**src/rtl/axis_packet_arbiter.sv**
```systemverilog
// axis_packet_arbiter: round-robin, packet-locked arbiter sharing one wide AXI-Stream consumer among NUM_PORTS requesters
module axis_packet_arbiter #(
  parameter int NUM_PORTS  = 4,
  parameter int DATA_WIDTH = 64,
  parameter int ID_WIDTH   = (NUM_PORTS > 1) ? $clog2(NUM_PORTS) : 1
) (
  input  logic                            aclk,
  input  logic                            areset,
  input  logic [NUM_PORTS*DATA_WIDTH-1:0] s_axis_tdata,
  input  logic [NUM_PORTS-1:0]            s_axis_tvalid,
  input  logic [NUM_PORTS-1:0]            s_axis_tlast,
  output logic [NUM_PORTS-1:0]            s_axis_tready,
  output logic [DATA_WIDTH-1:0]           m_axis_tdata,
  output logic                            m_axis_tvalid,
  output logic                            m_axis_tlast,
  output logic [ID_WIDTH-1:0]             m_axis_tid,
  input  logic                            m_axis_tready,
  output logic                            grant_active,
  output logic [ID_WIDTH-1:0]             grant_idx
);
  localparam logic [0:0] IDLE   = 1'b0;
  localparam logic [0:0] LOCKED = 1'b1;
  logic [0:0]          state;
  logic [ID_WIDTH-1:0] last_grant;
  logic [ID_WIDTH-1:0] pick;
  logic                hs;
  // round-robin search: scanning downward lets the port closest after last_grant win
  always_comb begin
    pick = last_grant;
    for (int k = NUM_PORTS; k >= 1; k--)
      if (s_axis_tvalid[(int'(last_grant) + k) % NUM_PORTS])
        pick = ID_WIDTH'((int'(last_grant) + k) % NUM_PORTS);
  end
  // only the locked port sees ready, and only while the output slot can take a beat
  always_comb begin
    s_axis_tready = '0;
    if (state == LOCKED) s_axis_tready[grant_idx] = !m_axis_tvalid || m_axis_tready;
  end
  assign hs           = s_axis_tready[grant_idx] && s_axis_tvalid[grant_idx];
  assign grant_active = state == LOCKED;
  // arbitration, packet lock release on tlast, and the single-entry output stage
  always_ff @(posedge aclk) begin
    if (areset) begin
      state         <= IDLE;
      last_grant    <= ID_WIDTH'(NUM_PORTS - 1);
      grant_idx     <= '0;
      m_axis_tvalid <= 1'b0;
      m_axis_tlast  <= 1'b0;
      m_axis_tdata  <= '0;
      m_axis_tid    <= '0;
    end else begin
      if (state == IDLE && |s_axis_tvalid) begin
        grant_idx <= pick;
        state     <= LOCKED;
      end
      if (hs) begin
        m_axis_tvalid <= 1'b1;
        m_axis_tdata  <= s_axis_tdata[int'(grant_idx)*DATA_WIDTH +: DATA_WIDTH];
        m_axis_tlast  <= s_axis_tlast[grant_idx];
        m_axis_tid    <= grant_idx;
        if (s_axis_tlast[grant_idx]) begin
          last_grant <= grant_idx;
          state      <= IDLE;
        end
      end else if (m_axis_tready) m_axis_tvalid <= 1'b0;
    end
  end
endmodule

```
**config.mk**
```make
export PLATFORM = sky130hd
export DESIGN_NAME = axis_packet_arbiter
export DESIGN_NICKNAME = d
export VERILOG_FILES = /design/src/rtl/axis_packet_arbiter.sv
export SDC_FILE = /design/constraint.sdc
export NUM_CORES = 1
export LEC_CHECK = 0
export ABC_CLOCK_PERIOD_IN_PS = 2200
export CAP_MARGIN = 20
export CORE_AREA = 2 2 134 136
export DETAILED_ROUTE_END_ITERATION = 8
export DIE_AREA = 0 0 136 138
export DONT_BUFFER_PORTS = 1
export MAX_ROUTING_LAYER = met4
export PLACE_DENSITY = 0.51
export SLEW_MARGIN = 25
export SYNTH_ARGS = -nofsm -noshare
export SYNTH_HDL_FRONTEND = slang
export SYNTH_SLANG_ARGS = --single-unit
```
**constraint.sdc**
```tcl
create_clock -name aclk -period 2.2 [get_ports aclk]
set_input_delay 0.66 -clock aclk [delete_from_list [all_inputs] [get_ports aclk]]
set_output_delay 0.66 -clock aclk [all_outputs]
set_load 0.01 [all_outputs]
```
==> out/qor.yml, run 1 <==
outcome: "complete, no violations"
start_kind: "flop"
maxCapViolations: 0
cts_tree: "done"
grt_pass1_vias: 4126
synthArstFlopShare_pct: 0
synth_area_per_cell_um2: 11.3
yosys.area.top_type: "mux4_2"
syn_nets: 703
drt.antenna.violating_nets: 0
synth.distinct_cells: 39
finalInstanceArea_um2: 5350
p_int_uw: 2920
grt_max_degree: 76
path_clk_slew_ns: 0.06
relSlewSlack_pct: 65.6
worstMarginPinSlew_ns: 0.515
placeableCoreArea_um2: 17500
start_util_pct: 28.1
groute.usage.overall_pct: 16.2
netlist.area_leader.share_pct: 29.7
die_area_um2: 18800
ys_seq_elements: 73
grt_pass1_wl_mm: 22.5
power_density_nw_per_um2: 784
skew_ns: 0.00863
die_h_um: 138
crit_fanout: 18
timing.final.max_slew_violations: 0
synthCells: 436
setup-violations-final: 0
p_leak_uw: 0.00156
synth.most_common_cell: "dfxtp_1"
grt-ovfl-total: 0
gp_congestion: 0.754
peakVddDrop_uv: 314
cp_num_buf_inv: 1
hold_class: "in2reg"
synth_area_leaders: "mux4_2, dfxtp_1, a21oi_2, nand3_1, nand3_2"
via_per_inst: 5.74
cts_buffer_depth: 2
io_pins: 342
crit_type: "reg2out"
fin_nets: 677
drive_gt1_share_pct: 43.1
htreeDepth: 3
comb_power_share_pct: 23.7
synth_area_um2: 4920
numCtsBuffers: 9
cts_root_buf: "clkbuf_16"
slowest_stage: "dfxtp_4"
yosys-top-cells-count: "dfxtp_1, mux4_2, nand3_1"
first_iter_violations: 177
drtPass1Iterations: 4
port_buffers: 0
wl_mm: 15.3
ys_seq_area_share_pct: 29.7
place_area_um2: 5020
critPathTopFamily: "flip-flops"
max_freq_ghz: 0.484
finalHoldViolations: 0
num_vias: 3710
num_rows: 49
p_switching_uw: 1280
finalCritPeriodShare_pct: 93.9
clock_sinks: 73
fp.dieW_um: 136
rsz0062_at_grt: "false"
finalSetupTns_ns: 0
clkPwrFrac_pct: 37.2
drcViolationCount: 0
path_cells: "buf_8 -> nand2_1 -> nor2_1"
antenna_found_initial: 1
synthToLayoutAreaGrowth_pct: 8.66
p_seq_share_pct: 39.1
swShare_pct: 30.5
synth_edf_count: 0
crit_arrival_ns: 1.41
synth-main-ff-cell: "dfxtp_1"
post-cts-setup-buffers: 0
worstSetupEndpointType: "output pin"
hpwl_mm: 11.1
wire_per_inst_um: 23.7
max_stage_delay_ns: 0.52
ys_warn_count: 0
period_minus_slack_ns: 2.07
clk_latency_ns: 0.33
crit_required_ns: 1.54
## logic make-up after synthesis
| kind of cell | Yosys count | share of synthesized area, % |
|---|---|---|
| AO/OA/AOI/OAI | 144 | 19.1 |
| AND/OR/NAND/NOR | 96 | 12.5 |
| flip-flops | 73 | 29.7 |
| multiplexers | 68 | 30.4 |
| buffers and inverters | 55 | 8.31 |
## power groups by stage
stage / Sequential (uW) / Clock [uW] / Combinational (uW)
3_3_place_gp: 1670 / 0 / 979
5_1_grt: 1660 / 1670 / 1090
2_1_floorplan: 1610 / 0 / 945
4_1_cts: 1640 / 1620 / 1010
6_report: 1640 / 1560 / 996
3_5_place_dp: 1670 / 0 / 1000
## placed cells by master, fill, tap and decap left out, drive strengths merged, types with 2 or more instances in the layout
cell     n
a21oi   71
o21ai   68
diode    2
nor3b    2
inv      2
and3     2
nand2    4
nor2    10
nand3   65
dfxtp   73
clkinv   4
nand2b   4
mux4    65
buf     17
clkbuf  10
nand3b   2
nor3     2
mux2i    2
## timing repair
action	CTS	global route
endpoints found under the setup margin	2	2
hold buffers	0	0
resized for setup	1	2
## metal layers
metal  up-vias  global-route usage, %  wire, um
met5         -                      -         0
met4         0                   4.44       173
met3        10                   5.43      1660
met2       225                   29.6      8060
met1      1827                   16.3      5390
li1       1648                      -         -
## path summary, 6_finish.rpt
path,start,endpoint,slack (ns),cells after the start
worst max register to register,grant_idx[0],m_axis_tdata[32],0.30,5
worst min-delay path,areset,m_axis_tid[1],0.40,1
worst max-delay path,grant_idx[0],s_axis_tready[1],0.13,3
worst min register to register,m_axis_tdata[61],m_axis_tdata[61],0.51,2
## state kept, by name, summed over array words and instances (netlist names)
| name | count |
|---|---|
| grant_active | 1 |
| grant_idx | 2 |
| last_grant | 2 |
| m_axis_tdata | 64 |
| m_axis_tvalid | 1 |
| m_axis_tid | 2 |
| m_axis_tlast | 1 |
## layout make-up
cell class,instances,area (um^2)
repair buffers,17,201
inverters,1,3.75
clock buffers,10,250
multi-input cells,308,3070
fillers,1815,12200
clock inverters,6,63.8
diodes,2,5.00
well taps,229,287
flip-flops and latches,73,1470
## per-stage QoR
step                      total power, uW  std cells  utilization (%)  worst slack (ns)  hold slack, ns
after global routing                 4420        645             30.5            0.0277           0.361
after global placement               2640        628             28.6             0.254           0.496
final                                4200        646             30.5             0.135           0.396
after detailed placement             2680        628             28.6             0.207           0.501
after CTS                            4270        644             30.4            0.0218           0.367
after floorplan                      2550        436                -             0.197           0.490
(Power assumes the default switching activity.)
==> run 2: changes to the inputs <==
- ABC_CLOCK_PERIOD_IN_PS: 2200 -> 1750
- PLACE_DENSITY: 0.51 -> 0.52
- clock period: 2.2 -> 1.75 ns (I/O delays scaled with it)
==> out/qor.yml, run 2 (synthesis gave the netlist of run 1 again) <==
r2r_start: "grant_idx[0]"  # unchanged
wire_per_inst_um: 23.0  # was 23.7 um
port_buffers: 0  # unchanged
groute.usage.overall_pct: 15.8  # was 16.2%
drtPass1Iterations: 4  # unchanged
largest_reg_flops: 64  # unchanged
power_density_nw_per_um2: 1010  # was 784 nW/um^2
first_iter_violations: 216  # was 177
maxCapViolations: 0  # unchanged
period_minus_slack_ns: 1.74
place_area_um2: 5100  # was 5020 um^2
clock_sinks: 73  # unchanged
cts_tree: "done"  # unchanged
finalInstanceArea_um2: 5650  # was 5350 um^2
placeableCoreArea_um2: 17500  # unchanged
outcome: "complete, no violations"  # unchanged
p_leak_uw: 0.00171  # was 0.00156 uW
grt_pass1_vias: 3957  # was 4126
hold_buffers: 0  # unchanged
clk_latency_ns: 0.34  # was 0.33 ns
rr_worst_depth: 5  # unchanged
numCtsBuffers: 9  # unchanged
worstMarginPinSlew_ns: 0.398  # was 0.515 ns
fill_cells: 1754  # was 1815
cts_buffer_depth: 2  # unchanged
path_cells: "nand2b_4 -> and2_4 -> nor3b_2 -> buf_4"  # was buf_8 -> nand2_1 -> nor2_1
multi_input_area_um2: 3080  # was 3070 um^2
drive_gt1_share_pct: 47.2  # was 43.1%
skew_ns: 0.00439  # was 0.00863 ns
path_clk_slew_ns: 0.06  # about the same
fin_nets: 696  # was 677
crit_required_ns: 1.22  # was 1.54 ns
synthToLayoutAreaGrowth_pct: 14.7  # was 8.66%
rsz0062_at_grt: "true"  # was false
finalCritPeriodShare_pct: 99.6
grt_pass1_wl_mm: 22.2  # was 22.5 mm
drcViolationCount: 0  # unchanged
drt.antenna.violating_nets: 0  # unchanged
layout_common_cells: "dfxtp_1, mux4_2, nand3_1, a21oi_1, o21ai_0"  # unchanged
grt_max_degree: 76  # unchanged
finalHoldViolations: 0  # unchanged
wl_mm: 15.3  # about the same
worstSetupEndpointType: "output pin"  # unchanged
fp.dieW_um: 136  # unchanged
start_kind: "flop"  # unchanged
holdPathStages: 1  # unchanged
gp_congestion: 0.803  # was 0.754
register_area_um2: 1470  # about the same
start_util_pct: 28.1  # unchanged
hpwl_mm: 11.2  # was 11.1 mm
num_vias: 3818  # was 3710
via_per_inst: 5.73  # was 5.74
setup.worst_path.start: "m_axis_tvalid"  # was grant_idx[0]
crit_fanout: 4  # was 18
grt-ovfl-total: 0  # unchanged
total_power_uw: 5700  # was 4200 uW
worst_r2r_endpoint: "m_axis_tdata[20]"  # was m_axis_tdata[32]
cts_root_buf: "clkbuf_16"  # unchanged
antenna_found_initial: 3  # was 1
reg2reg_slack_ns: 0.10  # was 0.30 ns
relSlewSlack_pct: 73.2  # was 65.6%
max_freq_ghz: 0.574
min_from: "areset"  # unchanged
dp_slack_ns: -0.000766  # was 0.207 ns
min_to: "m_axis_tdata[9]"  # was m_axis_tid[1]
timing.final.max_slew_violations: 0  # unchanged
hold_class: "in2reg"  # unchanged
top_register: "m_axis_tdata"  # unchanged
die_h_um: 138  # unchanged
crit_type: "reg2out"  # unchanged
setup-violations-final: 0  # unchanged
die_area_um2: 18800  # unchanged
crit_arrival_ns: 1.22  # was 1.41 ns
io_pins: 342  # unchanged
final_common_cell: "dfxtp_1"  # unchanged
slowest_stage: "dfxtp_2"  # was dfxtp_4
htreeDepth: 3  # unchanged
setup_slack_ns: 0.00720  # was 0.135 ns
max_stage_delay_ns: 0.39  # was 0.52 ns
peakVddDrop_uv: 409  # was 314 uV
num_rows: 49  # unchanged
==> run 2: worst max-delay path, delay by kind of cell, from the launching register on <==
| kind | cells | cell delay [ns] |
|---|---|---|
| AND/OR/NAND/NOR | 3 | 0.36 |
| buffers and inverters | 1 | 0.14 |
| flip-flops | 1 | 0.39 |
==> run 2: worst max-delay path by stage <==
stage | end | slack, ns | cells after the start
floorplan | s_axis_tready[0] | 0.02 | 3
global placement | m_axis_tdata[28] | 0.005 | 5
detailed placement | m_axis_tdata[11] | -0.0008 | 6
CTS | s_axis_tready[0] | -0.03 | 4
global route | s_axis_tready[0] | -0.04 | 4
finish | s_axis_tready[0] | 0.007 | 4
==> run 2: cell type report <==
type                            instances  area share, %
Clock inverter                          4           1.71
Tap cell                              229           5.07
Clock buffer                           12           4.72
Antenna cell                            3          0.133
Timing Repair Buffer                   36           7.66
Multi-Input combinational cell        308           54.6
Inverter                                1         0.0664
Sequential cell                        73           26.0
==> run 2: metrics by stage <==
step | util (%) | hold WS, ns | cells | TNS, ns
final | 32.2 | 0.253 | 666 | 0
after detailed placement | 29.1 | 0.501 | 635 | -0.000766
after floorplan | - | 0.490 | 436 | 0
after CTS | 31.4 | 0.227 | 655 | -0.0648
after global placement | 29.1 | 0.495 | 635 | 0
after global routing | 32.2 | 0.226 | 666 | -0.0450
==> run 2: report_power, final <==
part           switching, uW  leakage (uW)  internal, uW  total, uW
sequential               203      0.000598          1830       2030
combinational            662      0.000928           748       1410
clock                    748      0.000179          1510       2260
==> run 2: timing repair <==
action	in CTS	in global routing
pin swaps	1	1
buffers inserted	4	6
gates cloned	0	2
resized for setup	5	7
setup endpoints to repair	6	22
==> run 2: layer usage <==
layer	part of all wire, %	vias up	track usage, %
met5	0	-	-
met1	36	1866	17.0
met4	1.8	0	5.98
met3	11	18	5.28
li1	-	1692	-
met2	51	242	26.7
==> run 3: changes to the inputs <==
- REMOVE_ABC_BUFFERS: default -> 1
==> out/qor.yml, run 3 (synthesis gave the netlist of run 1 again) <==
power_density_nw_per_um2: 921  # was 1010 nW/um^2
grt_max_degree: 76  # unchanged
grt-ovfl-total: 0  # unchanged
crit_arrival_ns: 1.27  # was 1.22 ns
crit_type: "reg2out"  # unchanged
drcViolationCount: 0  # unchanged
crit_required_ns: 1.22  # about the same
antenna_found_initial: 1  # was 3
peakVddDrop_uv: 386  # was 409 uV
die_h_um: 138  # unchanged
clk_latency_ns: 0.33  # was 0.34 ns
die_area_um2: 18800  # unchanged
grt_pass1_wl_mm: 23.7  # was 22.2 mm
finalHoldViolations: 0  # unchanged
synthToLayoutAreaGrowth_pct: 15.5  # was 14.7%
num_rows: 49  # unchanged
p_leak_uw: 0.00172  # was 0.00171 uW
htreeDepth: 3  # unchanged
max_freq_ghz: 0.558  # was 0.574 GHz
crit_fanout: 4  # unchanged
groute.usage.overall_pct: 16.9  # was 15.8%
worstSetupEndpointType: "output pin"  # unchanged
clock_sinks: 73  # unchanged
dp_slack_ns: 0.0330  # was -0.000766 ns
cts_root_buf: "clkbuf_16"  # unchanged
wire_per_inst_um: 25.9  # was 23.0 um
relSlewSlack_pct: 73.7  # was 73.2%
layout_common_cells: "dfxtp_1, mux4_2, nand3_1, a21oi_1, o21ai_0"  # unchanged
start_util_pct: 28.1  # unchanged
placeableCoreArea_um2: 17500  # unchanged
via_per_inst: 5.80  # was 5.73
port_buffers: 0  # unchanged
drt.antenna.violating_nets: 0  # unchanged
io_pins: 342  # unchanged
cts_tree: "done"  # unchanged
fp.dieW_um: 136  # unchanged
setup-violations-final: 1  # was 0
worstMarginPinSlew_ns: 0.391  # was 0.398 ns
rsz0062_at_grt: "true"  # unchanged
maxCapViolations: 0  # unchanged
violations: "setup timing"
path_clk_slew_ns: 0.06  # about the same
hold_buffers: 0  # unchanged
num_vias: 3831  # was 3818
met2_usage_pct: 26.9  # was 26.7%
met3_usage_pct: 5.57  # was 5.28%
gp_congestion: 0.749  # was 0.803
drive_gt1_share_pct: 46.6  # was 47.2%
skew_ns: 0.00820  # was 0.00439 ns
top_register: "m_axis_tdata"  # unchanged
cts_buffer_depth: 2  # unchanged
outcome: "finished, violations left"  # was complete, no violations
setup_slack_ns: -0.0418  # was 0.00720 ns
period_minus_slack_ns: 1.79  # was 1.74 ns
start_kind: "flop"  # unchanged
hold_ws_ns: 0.257  # was 0.253 ns
finalCritPeriodShare_pct: 102  # was 99.6%
numCtsBuffers: 9  # unchanged
busiest_layer: "met2"  # unchanged
largest_reg_flops: 64  # unchanged
hold_class: "in2reg"  # unchanged
grt_pass1_vias: 4018  # was 3957
wl_mm: 17.1  # was 15.3 mm
final_common_cell: "dfxtp_1"  # unchanged
timing.final.max_slew_violations: 0  # unchanged
hpwl_mm: 11.3  # was 11.2 mm
fin_nets: 695  # was 696
first_iter_violations: 208  # was 216
drtPass1Iterations: 4  # unchanged
use_met1_pct: 20.3  # was 17.0%
fill_cells: 1795  # was 1754
==> run 3: changes by cell type in the layout (fill, tap and decap cells not counted), sizes merged <==
| cell | delta |
|---|---|
| diode | -2 |
| bufbuf | +2 |
| bufinv | -3 |
| clkinvlp | +1 |
| inv | -1 |
| clkinv | +3 |
| buf | -6 |
| clkbuf | +1 |
==> run 3: area by class of cell <==
type / instances / area [um^2] / share of cell area [%]
Antenna cell: 1 / 2.50 / 0.0440
Tap cell: 229 / 287 / 5.04
Timing Repair Buffer: 35 / 569 / 10.0
Inverter: 1 / 3.75 / 0.0660
Clock buffer: 10 / 229 / 4.02
Clock inverter: 4 / 22.5 / 0.396
Multi-Input combinational cell: 308 / 3100 / 54.6
Sequential cell: 73 / 1470 / 25.9
==> run 3: what timing repair did <==
action | 4_1_cts | 5_1_grt
cloned | 2 | 6
endpoints found under the hold margin | 0 | 0
setup buffers | 8 | 3
endpoints found under the setup margin | 4 | 39
pin swaps | 1 | 3
gates resized for setup | 4 | 10
==> run 3: per-layer routing <==
metal  part of all wire [%]  vias up
li1                       -     1686
met1                     39     1915
met2                     50      221
met3                     10        9
met4                    1.2        0
met5                      0        -
==> run 3: metrics by stage <==
step                      std cells  instance area, um^2  power (uW)  TNS [ns]  util [%]
after global placement          627                 5090        3360         0      29.0
after detailed placement        627                 5090        3400         0      29.0
after CTS                       651                 5490        5180  -0.00541      31.3
final                           661                 5690        5240   -0.0418      32.5
after floorplan                 382                 4520        3070   -272.68         -
after global routing            661                 5690        5530    -0.493      32.5
==> run 3: worst paths after layout <==
path,from,end,slack (ns),cells past startpoint
setup / recovery,m_axis_tvalid,s_axis_tready[0],-0.04,4
hold / removal,areset,m_axis_tdata[61],0.26,1
setup reg to reg,m_axis_tvalid,m_axis_tdata[11],0.03,9
hold reg to reg,m_axis_tdata[0],m_axis_tdata[0],0.51,2
==> run 3: worst max-delay path, cell delays in order (launching register included) <==
cell and delay [ns]:
dfxtp_4 0.36, nand2b_4 0.07, and2_4 0.16, nor3b_4 0.20, buf_4 0.15
==> run 3: report_power, final <==
part / total [uW] / internal, uW / leakage (uW) / switching [uW]
registers: 2030 / 1830 / 0.000599 / 204
clock network: 1640 / 937 / 0.000124 / 708
logic: 1570 / 833 / 0.000997 / 735
total: 5240 / 3600 / 0.00172 / 1650
